==> src/rtl/sat_counter.sv <==
// Saturating up-counter with synchronous clear; clear is applied before increment.
module sat_counter #(
    parameter int W = 16
) (
    input  logic         clk,
    input  logic         rst,
    input  logic         inc,
    input  logic         clr,
    output logic [W-1:0] cnt
);

    // Clear-then-increment, holding at all-ones.
    always_ff @(posedge clk or posedge rst) begin
        if (rst) begin
            cnt <= '0;
        end else if (clr) begin
            cnt <= W'(inc);
        end else if (inc && (cnt != '1)) begin
            cnt <= cnt + 1'b1;
        end
    end

endmodule

==> config.mk <==
export PLATFORM = sky130hd
export DESIGN_NAME = sat_counter
export DESIGN_NICKNAME = d
export VERILOG_FILES = /design/src/rtl/sat_counter.sv
export SDC_FILE = /design/constraint.sdc
export NUM_CORES = 1
export LEC_CHECK = 0
export CORE_ASPECT_RATIO = 1.4
export CORE_MARGIN = 2
export CORE_UTILIZATION = 49
export DETAILED_ROUTE_END_ITERATION = 10
export HOLD_SLACK_MARGIN = 0.06
export PLACE_DENSITY = 0.82
export SLEW_MARGIN = 20
export SYNTH_ARGS = -nofsm -noshare
export SYNTH_HDL_FRONTEND = slang
export SYNTH_SLANG_ARGS = --single-unit
==> constraint.sdc <==
create_clock -name clk -period 2.2 [get_ports clk]
set_input_delay 0.66 -clock clk [delete_from_list [all_inputs] [get_ports clk]]
set_output_delay 0.66 -clock clk [all_outputs]
set_load 0.02 [all_outputs]
==> results_dict.tcl <==
set metrics [dict create \
    core-area_um2 1780 \
    finalSetupViolCount 0 \
    nets 128 \
    track_usage_pct 22.6 \
    status "completed" \
    die-area_um2 2260 \
    dp_hpwl_mm 1.66 \
    min_path_type "reg -> reg" \
    syn_area_um2 925 \
    crit_type "reg -> out" \
    p_int_uw 428 \
    wl_per_cell_um 15.8 \
    regMostFlops "cnt" \
    yosysWarningCount 0 \
    critPathMaxStageDelay_ns 0.66 \
    synth_cell_types 31 \
    critPathCaptureType "output pin" \
    grt_max_degree 17 \
    ctsHoldBuffers 0 \
    die_y_um 55.4 \
    yosysTopAreaCellShare_pct 43.3 \
    clock_path_buffers 2 \
    num_io_pins 20 \
    comb_power_share_pct 10.9 \
    grt_pass1_vias 842 \
    antenna_found_initial 0 \
    yosys-top-cells-area "dfrtp_1, a21oi_1, o31ai_1" \
    wl_met1_um 916 \
    min_period_ns 2.12 \
    htreeDepth 1 \
    io_buffer_count 19 \
    ir_drop_mv 0.484 \
    top_regs "cnt: 16 flops" \
    start_kind "register" \
    path_max_fanout 7 \
    drv_cap 0 \
    netSwitchingPower_uw 141 \
    drt-pass1-iter-count 4 \
    path_cells "clkdlybuf4s50_1" \
    largest_register_ffs 16 \
    critPathBufInv 1 \
    path_depth 1 \
    ys_seq_elements 16 \
    drc_errors 0 \
    synthesis.instances 96 \
    num_vias 888 \
    reg2reg_to "cnt[12]" \
    ff2ff_path_depth 5 \
    mostFrequentLayoutCell "clkdlybuf4s50_1" \
    hold_slack_ns 0.572 \
    synth_nets 101 \
    postCtsResizedCells 0 \
    die_w_um 40.7 \
    drtIter0Drc 11 \
    clk_latency_ns 0.30 \
    cts_tree "done" \
    start_util_pct 52.0 \
    ys_seq_area_share_pct 43.3 \
    rows 18 \
    met3WireLength_um 98 \
    finalHoldViolations 0 \
    swShare_pct 24.8 \
    rrSetupSlack_ns 0.31 \
    worst_path_max_delay_cell "clkdlybuf4s50_1" \
    cp.arrival_ns 1.46 \
    cp.required_ns 1.54 \
    endpoint "cnt[6]" \
    post-place-ws_ns -0.0777 \
    numCtsBuffers 3 \
    area_growth_pct 30.4 \
    dr.max_layer_used "met4" \
    antenna_left 0 \
    finalCritPeriodShare_pct 96.4 \
    cts_sinks 16 \
    overflow 0 \
    power_leakage_uw 0.000463 \
    crit_start "cnt[6]" \
    post_cts_buffers 0 \
    rr_startpoint "cnt[0]" \
    final_max_slew_viol_count 0 \
    drt-total-wl_mm 2.24 \
    fin_skew_ns 0.00226 \
    synth_top_cell_by_area "dfrtp_1" \
    drive_above_1_share_pct 12.3 \
    grt_setup_unrepaired "no" \
    worst_slack_ns 0.0793 \
    powerDensity_nw_per_um2 472 \
    synth_edf_count 0 \
    layout_common_cells "clkdlybuf4s50_1, dfrtp_1, a21oi_1" \
    grt_first_pass_wirelength_mm 3.68 \
    max_freq_mhz 472 \
    routed_via_density 6.25 \
    pwr-share-clk_pct 35.3 \
    diodes 0 \
    met2_length_mm 1.16 \
    place.gp.congestion 0.781 \
    cp_top_family "buffers and inverters" \
    synth_flop_cell "dfrtp_1" \
    avgSynthCellArea_um2 9.63 \
    ys_async_sr_fraction_pct 100 \
    worst_pin_slew_ns 0.598 \
    seq_power_share_pct 53.7 \
    clock_tree.root_cell "clkbuf_4" \
    max-slew-margin-rel_pct 60.1 \
    clk_pin_slew_ns 0.10 \
]
-- power by group through the flow --
stage	Combinational (µW)	Sequential (µW)	Clock [µW]
3_5_place_dp	62.7	312	0
2_1_floorplan	27.7	317	0
6_report	62.2	306	201
4_1_cts	63.0	306	203
3_3_place_gp	61.8	312	0
5_1_grt	68.0	307	211
-- Yosys cell counts, drive strengths merged, types with 2 or more instances --
cell type	number
o31ai	6
a211oi	2
or3	6
nand3	4
or4	5
nor3	3
nand2	8
a21oi	11
o41ai	2
nor2	3
nand4	6
dfrtp	16
inv	4
and4	2
o21ai	5
and3	2
and2	2
-- layer usage --
| layer | vias to the layer above | GRT usage [%] |
|---|---|---|
| met3 | 9 | 3.21 |
| li1 | 423 | - |
| met1 | 431 | 29.6 |
| met4 | 0 | 11.4 |
| met2 | 25 | 34.5 |
| met5 | - | 0 |
-- through the flow --
step	cell area [µm²]	cells	total power, µW	utilization, %	setup TNS (ns)
2_1_floorplan	925	96	345	-	0
3_3_place_gp	1170	138	373	65.8	0
3_5_place_dp	1170	138	374	65.8	-0.0855
4_1_cts	1210	142	572	67.8	0
5_1_grt	1210	142	587	67.8	0
6_report	1210	142	569	67.8	0
-- worst min-delay path by stage --
stage | from | end | cells past startpoint
after floorplan | rst | cnt[0] | 1
after global placement | cnt[0] | cnt[0] | 1
after detailed placement | cnt[15] | cnt[15] | 2
after CTS | cnt[15] | cnt[15] | 2
after global routing | cnt[0] | cnt[0] | 1
final | cnt[0] | cnt[0] | 1
-- logic make-up after synthesis --
logic type	share of synthesized area, %
AND/OR/NAND/NOR	30.2
AO/OA/AOI/OAI	20.7
flip-flops	43.3
buffers and inverters	2.43
XOR/XNOR	0.947
multiplexers	1.08
adder cells (fa/ha/maj)	1.35
-- layout make-up --
class	instances	area, µm²
Fill cell	148	573
Clock buffer	4	36.3
Multi-Input combinational cell	74	502
Timing Repair Buffer	24	228
Inverter	4	15.0
Sequential cell	16	400
Tap cell	20	25.0
Power figures use the tool's default switching activity.
